## config.mk

```make
export PLATFORM = sky130hd
export DESIGN_NAME = mu0_ctrl_fsm
export DESIGN_NICKNAME = d
export VERILOG_FILES = /design/src/rtl/mu0_pkg.sv /design/src/rtl/mu0_step_edge.sv /design/src/rtl/mu0_ctrl_fsm.sv
export SDC_FILE = /design/constraint.sdc
export NUM_CORES = 1
export LEC_CHECK = 0
export CORE_AREA = 4 4 41 43
export CTS_CLUSTER_DIAMETER = 150
export DETAILED_ROUTE_END_ITERATION = 8
export DIE_AREA = 0 0 45 47
export DONT_BUFFER_PORTS = 1
export GPL_ROUTABILITY_DRIVEN = 0
export PLACE_DENSITY_LB_ADDON = 0.25
export SLEW_MARGIN = 25
export SYNTH_ARGS = -nofsm -noshare
export SYNTH_HDL_FRONTEND = slang
export SYNTH_HIERARCHICAL = 1
export SYNTH_SLANG_ARGS = --single-unit
```

## constraint.sdc

```tcl
create_clock -name Clk -period 2.3 [get_ports Clk]
set_input_delay 0.23 -clock Clk [delete_from_list [all_inputs] [get_ports Clk]]
set_output_delay 0.23 -clock Clk [all_outputs]
set_load 0.05 [all_outputs]
```

## src/rtl/mu0_pkg.sv

```systemverilog
`default_nettype none
// +--------------------------------------------------------------------------+
// | mu0_pkg                                                                  |
// | Shared opcodes, state encodings, ALU codes and control bundle for MU0.   |
// | Revision: 1.0                                                            |
// +--------------------------------------------------------------------------+
package mu0_pkg;

  typedef logic [1:0] state_t;

  localparam state_t S_FETCH = 2'd0;
  localparam state_t S_EXEC  = 2'd1;
  localparam state_t S_HALT  = 2'd2;
  localparam state_t S_PAUSE = 2'd3;

  localparam logic [3:0] OP_LDA = 4'h0;
  localparam logic [3:0] OP_STA = 4'h1;
  localparam logic [3:0] OP_ADD = 4'h2;
  localparam logic [3:0] OP_SUB = 4'h3;
  localparam logic [3:0] OP_JMP = 4'h4;
  localparam logic [3:0] OP_JGE = 4'h5;
  localparam logic [3:0] OP_JNE = 4'h6;
  localparam logic [3:0] OP_STP = 4'h7;

  localparam logic [1:0] ALU_PASSY = 2'b00;
  localparam logic [1:0] ALU_ADD   = 2'b01;
  localparam logic [1:0] ALU_INC   = 2'b10;
  localparam logic [1:0] ALU_SUB   = 2'b11;

  typedef struct packed {
    logic       x_sel;
    logic       y_sel;
    logic       addr_sel;
    logic [1:0] alu_fs;
    logic       acc_en;
    logic       pc_en;
    logic       ir_en;
    logic       rd;
    logic       wr;
    logic       halted;
  } ctrl_t;

  localparam ctrl_t CTRL_IDLE = '0;

endpackage
`default_nettype wire

```

## src/rtl/mu0_step_edge.sv

```systemverilog
`default_nettype none
// +--------------------------------------------------------------------------+
// | mu0_step_edge                                                            |
// | Registered rising-edge detector for the single-step request.             |
// | Revision: 1.0                                                            |
// +--------------------------------------------------------------------------+
module mu0_step_edge (
  input  logic Clk,
  input  logic Reset,
  input  logic Step,
  output logic rise
);

  logic r_step_s;
  logic r_step_q;

  // Both samples reset high so a Step held through reset is not seen as an edge.
  always_ff @(posedge Clk or posedge Reset) begin
    if (Reset) begin
      r_step_s <= 1'b1;
      r_step_q <= 1'b1;
    end else begin
      r_step_s <= Step;
      r_step_q <= r_step_s;
    end
  end

  assign rise = r_step_s & ~r_step_q;

endmodule
`default_nettype wire

```

## src/rtl/mu0_ctrl_fsm.sv

```systemverilog
`default_nettype none
// +--------------------------------------------------------------------------+
// | mu0_ctrl_fsm                                                             |
// | MU0 fetch/execute control sequencer. Optional MU0_SINGLE_STEP_EN adds    |
// | a Step input and a PAUSE state between instructions.                     |
// | Revision: 1.0                                                            |
// +--------------------------------------------------------------------------+
module mu0_ctrl_fsm
  import mu0_pkg::*;
#(
  parameter int OPW    = 4,
  parameter int ALU_FW = 2
) (
  input  logic              Clk,
  input  logic              Reset,
`ifdef MU0_SINGLE_STEP_EN
  input  logic              Step,
`endif
  input  logic [OPW-1:0]    F,
  input  logic              N,
  input  logic              Z,
  output logic              X_sel,
  output logic              Y_sel,
  output logic              Addr_sel,
  output logic [ALU_FW-1:0] ALU_fs,
  output logic              Acc_En,
  output logic              PC_En,
  output logic              IR_En,
  output logic              Rd,
  output logic              Wr,
  output logic              Halted
);

  state_t r_state;
  state_t w_next;
  ctrl_t  w_ctrl;

`ifdef MU0_SINGLE_STEP_EN
  localparam state_t c_reset_state = S_PAUSE;
  localparam state_t c_exec_next   = S_PAUSE;
  logic w_resume;

  mu0_step_edge u_step_edge (
    .Clk   (Clk),
    .Reset (Reset),
    .Step  (Step),
    .rise  (w_resume)
  );
`else
  localparam state_t c_reset_state = S_FETCH;
  localparam state_t c_exec_next   = S_FETCH;
`endif

  always_ff @(posedge Clk or posedge Reset) begin
    if (Reset) r_state <= c_reset_state;
    else       r_state <= w_next;
  end

  always_comb begin
    w_next = r_state;
    case (r_state)
      S_FETCH: w_next = S_EXEC;
      S_EXEC:  w_next = (F == OP_STP) ? S_HALT : c_exec_next;
      S_HALT:  w_next = S_HALT;
`ifdef MU0_SINGLE_STEP_EN
      S_PAUSE: w_next = w_resume ? S_FETCH : S_PAUSE;
`endif
      default: w_next = c_reset_state;
    endcase
  end

  // Reset gates every output so the async-reset FETCH state does not leak strobes.
  always_comb begin
    w_ctrl = CTRL_IDLE;
    if (!Reset) begin
      case (r_state)
        S_FETCH: begin
          w_ctrl.addr_sel = 1'b0;
          w_ctrl.rd       = 1'b1;
          w_ctrl.ir_en    = 1'b1;
          w_ctrl.x_sel    = 1'b1;
          w_ctrl.alu_fs   = ALU_INC;
          w_ctrl.pc_en    = 1'b1;
        end
        S_EXEC: begin
          case (F)
            OP_LDA: begin
              w_ctrl.addr_sel = 1'b1;
              w_ctrl.rd       = 1'b1;
              w_ctrl.alu_fs   = ALU_PASSY;
              w_ctrl.acc_en   = 1'b1;
            end
            OP_STA: begin
              w_ctrl.addr_sel = 1'b1;
              w_ctrl.wr       = 1'b1;
            end
            OP_ADD, OP_SUB: begin
              w_ctrl.addr_sel = 1'b1;
              w_ctrl.rd       = 1'b1;
              w_ctrl.alu_fs   = (F == OP_SUB) ? ALU_SUB : ALU_ADD;
              w_ctrl.acc_en   = 1'b1;
            end
            OP_JMP, OP_JGE, OP_JNE: begin
              w_ctrl.y_sel  = 1'b1;
              w_ctrl.alu_fs = ALU_PASSY;
              w_ctrl.pc_en  = (F == OP_JMP) | ((F == OP_JGE) & ~N) | ((F == OP_JNE) & ~Z);
            end
            default: w_ctrl = CTRL_IDLE;
          endcase
        end
        S_HALT:  w_ctrl.halted = 1'b1;
        default: w_ctrl = CTRL_IDLE;
      endcase
    end
  end

  assign X_sel    = w_ctrl.x_sel;
  assign Y_sel    = w_ctrl.y_sel;
  assign Addr_sel = w_ctrl.addr_sel;
  assign ALU_fs   = ALU_FW'(w_ctrl.alu_fs);
  assign Acc_En   = w_ctrl.acc_en;
  assign PC_En    = w_ctrl.pc_en;
  assign IR_En    = w_ctrl.ir_en;
  assign Rd       = w_ctrl.rd;
  assign Wr       = w_ctrl.wr;
  assign Halted   = w_ctrl.halted;

endmodule
`default_nettype wire

```

==> results of run 1 <==
==> cell type report <==
cell class	count	area (sq um)	area share
well taps	15	18.8	0.0551
inverters	3	11.3	0.0331
repair buffers	9	70.1	0.206
multi-input cells	21	168	0.493
flip-flops and latches	2	50.0	0.147
clock buffers	3	22.5	0.0662
==> synth_stat cells (all sizes together) <==
master	n	area [sq um]
o31ai	1	12.5
o21ai	1	5.00
nor3b	1	7.51
buf	1	7.51
nor3	1	5.00
or3	1	7.51
a211o	1	8.76
a211oi	1	7.51
or4	1	11.3
nor2b	1	6.26
o41ai	1	8.76
nor2	3	11.3
inv	3	11.3
nand2b	1	6.26
dfrtp	2	50.1
o21a	1	7.51
and3	2	12.5
nor4	1	6.26
nand2	1	3.75
nand4bb	2	22.5
==> critical path: cells and delay by family, from the launching register on <==
family | cells | cell delay [ns]
buffers and inverters | 1 | 0.23
DFF | 1 | 0.44
AOI/OAI and AO/OA | 1 | 0.23
and+or+nand+nor | 1 | 0.53
==> routing by layer <==
layer	part of all wire	vias up
li1	-	124
met1	0.42	126
met2	0.47	13
met3	0.11	0
met4	0	0
met5	0	-
==> cells in the final DEF, fill, tap and decap left out, drive strengths merged <==
cell / instances
nand4bb: 2
o31ai: 1
o21ai: 1
nor2: 3
nor3: 1
inv: 3
a211o: 1
o41ai: 1
nor4: 1
dlygate4sd3: 1
and3: 2
or4: 1
clkbuf: 3
nor2b: 1
o21a: 1
buf: 8
nand2b: 1
dfrtp: 2
a211oi: 1
or3: 1
nor3b: 1
nand2: 1
==> kinds of logic after synthesis <==
family | Yosys count | share of synthesized area
AOI/OAI and AO/OA | 6 | 0.229
buffers and inverters | 4 | 0.0857
DFF | 2 | 0.229
and+or+nand+nor | 15 | 0.457
==> final timing paths <==
| check | from | endpoint | slack [ns] | depth (start not counted) |
|---|---|---|---|---|
| worst max register to register | r_state[1] | r_state[1] | 1.27 | 2 |
| worst min-delay path | F[1] | r_state[1] | 0.17 | 2 |
| worst max-delay path | r_state[1] | Rd | 0.41 | 3 |
| worst min register to register | r_state[1] | r_state[0] | 0.59 | 1 |
| min in group asynchronous | Reset | r_state[1] | 0.30 | 2 |
| max in group asynchronous | Reset | r_state[0] | 1.89 | 2 |
==> power by group through the flow <==
| stage | clock (mW) | sequential [mW] | combinational [mW] |
|---|---|---|---|
| 6_report | 0.0782 | 0.0355 | 0.0122 |
| 5_1_grt | 0.0925 | 0.0354 | 0.0133 |
| 4_1_cts | 0.0821 | 0.0354 | 0.0122 |
| 2_1_floorplan | 0 | 0.0358 | 0.00865 |
| 3_3_place_gp | 0 | 0.0358 | 0.0107 |
| 3_5_place_dp | 0 | 0.0358 | 0.0108 |
==> metrics by stage <==
stage / instance area, sq um / std cells / worst slack, ns / hold WS (ns)
finish: 340 / 53 / 0.413 / 0.171
CTS: 340 / 53 / 0.393 / 0.172
detailed placement: 308 / 49 / 0.638 / -0.0234
floorplan: 226 / 27 / 0.0479 / -0.0288
global placement: 308 / 49 / 0.678 / -0.0227
global route: 340 / 53 / 0.325 / 0.191
==> key figures, run 1 <==
Floorplan
  • Starting density of the core: 0.168
  • Die width: 45 microns
  • Die height: around 47 microns
  • CORE AREA: 1300 sq um
  • # IOs: 19
  • Die area: roughly 2100 sq um
  • Core Rows: 13

GRT
  • Grt met2 use: 0.107
  • First-pass GRT wire length: 1210 microns
  • GRT overflow: 0
  • Met3 usage: 0.0383
  • Met1 Track Usage GR: 0.0888
  • Pin count of the biggest net entering global routing: 9
  • Initial antenna violation count: 0
  • Gr usage total: 0.0838
  • Vias in the first global route: 283
  • GRT Max-Usage Layer: met4

Clock tree
  • Post-CTS Setup Repair Bufs: 0
  • Cts hold-fix bufs: 1
  • Clock buffer depth: 2
  • Clk Latency, worst-skew pair: 0.23 ns
  • Resize count post-CTS: 0
  • TritonCTS clock tree: yes
  • CTS Buf Count: 3
  • H-Tree Depth: 1
  • Worst-path clk slew: 0.03 ns
  • Clk sinks: 2
  • Root Driver: clkbuf_4

Pwr
  • VDD IR max: 0.161 mV
  • Cell-internal power: 0.0987 mW
  • Power Dens Cells: 370 nW/um^2
  • LEAKAGE: 0.156 nW
  • Clock group share of total power: 0.621
  • Sw Share: 0.215
  • Post-route total power: 0.126 mW
  • Comb power frac: 0.097
  • Psw: 0.0271 mW
  • Seq pwr share: 0.282

Worst setup path
  • Worst-path cell chain: or4_4, o31ai_2, buf_4
  • Startpoint Class: flip-flop
  • Worst Path Max Fanout: 8
  • WP data arrival: 1.66 ns
  • Worst path max stage delay: 0.53 ns
  • Critical path's slowest cell: or4_4
  • WS Path Type: flip-flop to output pin
  • Crit path required time: 2.07 ns
  • CP endpoint kind: output pin

STA
  • Period utilization: 0.820
  • Setup TNS: 0 ns
  • Actual slew at the worst max-slew pin: about 0.50 ns
  • F_max: 0.530 GHz
  • Count of final max-slew check failures: 0
  • Final Skew: 0.00402 ns
  • Slew headroom: 0.665
  • RSZ-0062 raised after global routing: false
  • Setup-failing EPs final: 0
  • Fin crit period: ~1.9 ns
  • Final Hold Fails: 0

Cells and area
  • Biggest registers after layout: r_state: 2 flops
  • Largest reg by FF count: r_state
  • Syn-to-layout area delta: 55.4%
  • Nets: 48
  • Fillers: 157
  • Layout cell share with drive strength beyond 1: 0.447
  • Antenna Diode Count: 0
  • Max reg flops: 2
  • Post-layout util: 0.262

Hold path
  • Hold Crit Class: input pin to flip-flop

Route
  • Residual DRC: 0
  • Drt wl/cell: 13.3 microns
  • Antenna Violating Nets Remaining: 0
  • Via count: 263
  • First-iteration detailed-routing DRC count: 10
  • Detailed Routing Iterations Pass 1: 4
  • DRT Wirelength: 707 microns
  • Via/cell ratio: 4.96

Job
  • Max-Cap Viols: 0

Synthesis
  • Register area share after synthesis: 0.229
  • Cells after Synth: 27
  • Synthesized area per cell: 8.11 sq um
  • Post-Syn Area: 219 sq um
  • Syn_nets: 35
  • #FFs+latches synth: 2
  • Syn. warnings: 6
  • Cell variety after synth: 20

Placed design
  • Port Buf Inserts: 0
  • DP HPWL: 562 microns

Run status
  • Outcome: completed
Note: power is estimated with default switching activity, not from simulation.
==> run 2, diff against run 1 <==
==> constraint.sdc (replaced) <==
create_clock -name Clk -period 1.8 [get_ports Clk]
set_input_delay 0.18 -clock Clk [delete_from_list [all_inputs] [get_ports Clk]]
set_output_delay 0.18 -clock Clk [all_outputs]
set_load 0.05 [all_outputs]
==> run 2 against run 1 <==
Effect of this change: via count up 0.38%; hold slack worse by 0.046 ns; first-iteration DRC count down 80%; global-route usage down 0.80 points; largest cell class unchanged; largest power group unchanged.
==> key figures, run 2 (synthesis gave the netlist of run 1 again) <==
Pwr
  • Cell-internal power: 0.126 mW (+28%)
  • Seq pwr share: 0.286 (+0.004)
  • Sw Share: 0.206 (-0.00967)
  • Psw: 0.0326 mW (+20%)
  • LEAKAGE: 0.178 nW (+14%)
  • Clock group share of total power: 0.612 (-0.009)
  • Comb power frac: 0.102 (+0.005)
  • Post-route total power: 0.159 mW (+26%)
  • Power Dens Cells: 390 nW/um^2 (+5.4%)
  • VDD IR max: 0.253 mV (+57%)

Floorplan
  • Die height: 47 microns (unchanged)
  • Core Rows: 13 (unchanged)
  • Die width: 45 microns (unchanged)
  • Die area: 2120 sq um (unchanged)
  • # IOs: 19 (unchanged)
  • Starting density of the core: 0.168 (unchanged)
  • CORE AREA: 1300 sq um (unchanged)

Worst setup path
  • Startpoint Class: flip-flop
  • Crit path from: r_state[1]
  • Crit path required time: 1.62 ns (-0.45 ns)
  • WS Path Type: flip-flop to output pin
  • R2r startpoint: r_state[1]
  • Worst Path Max Fanout: 7 (-1)
  • CP endpoint kind: output pin
  • WP data arrival: 1.58 ns (-0.08 ns)

Clock tree
  • H-Tree Depth: 1 (unchanged)
  • TritonCTS clock tree: yes
  • Clock buffer depth: 2 (unchanged)
  • Worst-path clk slew: 0.03 ns (about the same)
  • Clk sinks: 2 (unchanged)
  • Clk Latency, worst-skew pair: 0.22 ns (about the same)
  • CTS Buf Count: 3 (unchanged)
  • Root Driver: clkbuf_4

Cells and area
  • Layout cell share with drive strength beyond 1: 0.537 (+0.0892)
  • Finished Layout Cells: 56 (+5.7%)
  • Nets: 51 (+6.3%)
  • Post-layout util: 0.313 (+0.0510)
  • Commonest non-fill, non-tap cell in the layout: buf_4
  • Antenna Diode Count: 0 (unchanged)
  • Largest reg by FF count: r_state
  • Most frequent cells in the layout: buf_4, inv_1, nor2_1, clkbuf_4
  • Syn-to-layout area delta: 85.7%
  • Biggest registers after layout: r_state: 2 flops
  • Max reg flops: 2 (unchanged)

GRT
  • Gr usage total: 0.0758 (-0.00797)
  • Initial antenna violation count: 0 (unchanged)
  • Vias in the first global route: 273 (-3.5%)
  • Pin count of the biggest net entering global routing: 9 (unchanged)
  • GRT overflow: 0 (unchanged)
  • Grt met2 use: 0.0989 (-0.00847)
  • Met3 usage: 0.0345 (-0.00383)
  • Met1 Track Usage GR: 0.0818 (-0.00702)
  • GRT Max-Usage Layer: met2
  • First-pass GRT wire length: 1090 microns (-9.7%)

Job
  • Max-Cap Viols: 0 (unchanged)

Route
  • Residual DRC: 0 (unchanged)
  • Via/cell ratio: 4.71 (-5.0%)
  • DRT Wirelength: 709 microns (+0.28%)
  • Drt wl/cell: 12.7 microns (-5.1%)
  • First-iteration detailed-routing DRC count: 2 (-8)
  • Detailed Routing Iterations Pass 1: 4 (unchanged)
  • Antenna Violating Nets Remaining: 0 (unchanged)
  • Via count: 264 (+0.38%)

STA
  • F_max: ~0.57 GHz
  • Fin crit period: 1.76 ns
  • Final Skew: 0.00273 ns (-0.00129 ns)
  • Slew headroom: 0.756 (+0.0909)
  • Setup TNS: 0 ns (unchanged)
  • Actual slew at the worst max-slew pin: 0.366 ns (-0.139 ns)
  • Final Hold Fails: 0 (unchanged)
  • Count of final max-slew check failures: 0 (unchanged)
  • Period utilization: 0.978
  • RSZ-0062 raised after global routing: false
  • Setup-failing EPs final: 0 (unchanged)

Placed design
  • Placed Cells: 51 (+4.1%)
  • DP HPWL: 541 microns (-3.7%)
  • Port Buf Inserts: 0 (unchanged)

Hold path
  • Hold Crit Class: input pin to flip-flop
  • Beginning of the worst hold path: F[1]

Run status
  • Outcome: completed
[run 2: metal layers]
metal,part of all wire,vias up
met2,0.45,15
li1,-,131
met3,0.12,2
met1,0.41,116
met5,0,-
met4,0.024,0
[run 2: area by class of cell]
cell class / instances / area [sq um]
Tap cell: 15 / 18.8
Timing Repair Buffer: 12 / 118
Multi-Input combinational cell: 21 / 185
Sequential cell: 2 / 51.3
Fill cell: 146 / 895
Inverter: 3 / 11.3
Clock buffer: 3 / 22.5
[run 2: through the flow]
| stage | hold slack, ns | setup WS, ns | instance area, sq um |
|---|---|---|---|
| floorplan | -0.0788 | -0.119 | 245 |
| global placement | -0.0734 | 0.214 | 362 |
| detailed placement | -0.0726 | 0.193 | 362 |
| CTS | 0.120 | 0.0147 | 395 |
| global route | 0.139 | 0.000790 | 407 |
| finish | 0.125 | 0.0389 | 407 |
[run 2: power groups by stage]
stage               sequential (mW)  clock, mW  combinational [mW]
global route                 0.0452      0.109              0.0172
floorplan                    0.0458          0              0.0118
CTS                          0.0453      0.104              0.0163
detailed placement           0.0458          0              0.0146
finish                       0.0453     0.0970              0.0162
global placement             0.0458          0              0.0145
[run 2: what timing repair did]
item                                    4_1_cts  5_1_grt
pin swaps                                     1        0
hold endpoints to repair                      2        0
buffers inserted                              0        1
hold buffers                                  1        0
endpoints found under the setup margin        1        5
gates resized for setup                       1        1
[run 2: path summary, 6_finish.rpt]
path                       slack, ns  cells after the start          to
min in group asynchronous       0.26                      2  r_state[0]
min                             0.13                      2  r_state[1]
max reg2reg                     0.77                      2  r_state[1]
max in group asynchronous       1.41                      2  r_state[1]
max                             0.04                      3          Rd
min reg2reg                     0.51                      1  r_state[0]
[run 2: critical path: stages, from the launching register on]
cell and delay (ns):
dfrtp_2 0.44, or4_4 0.53, o31ai_4 0.22, buf_12 0.17
==> run 3, diff against run 2 <==
--- a/config.mk
+++ b/config.mk
@@ -5,6 +5,7 @@
 export SDC_FILE = /design/constraint.sdc
 export NUM_CORES = 1
 export LEC_CHECK = 0
+export ABC_CLOCK_PERIOD_IN_PS = 1800
 export CORE_AREA = 4 4 41 43
 export CTS_CLUSTER_DIAMETER = 150
 export DETAILED_ROUTE_END_ITERATION = 8
==> results of run 3 <==
No change in the layout: final DEF, timing and power equal those of run 2.
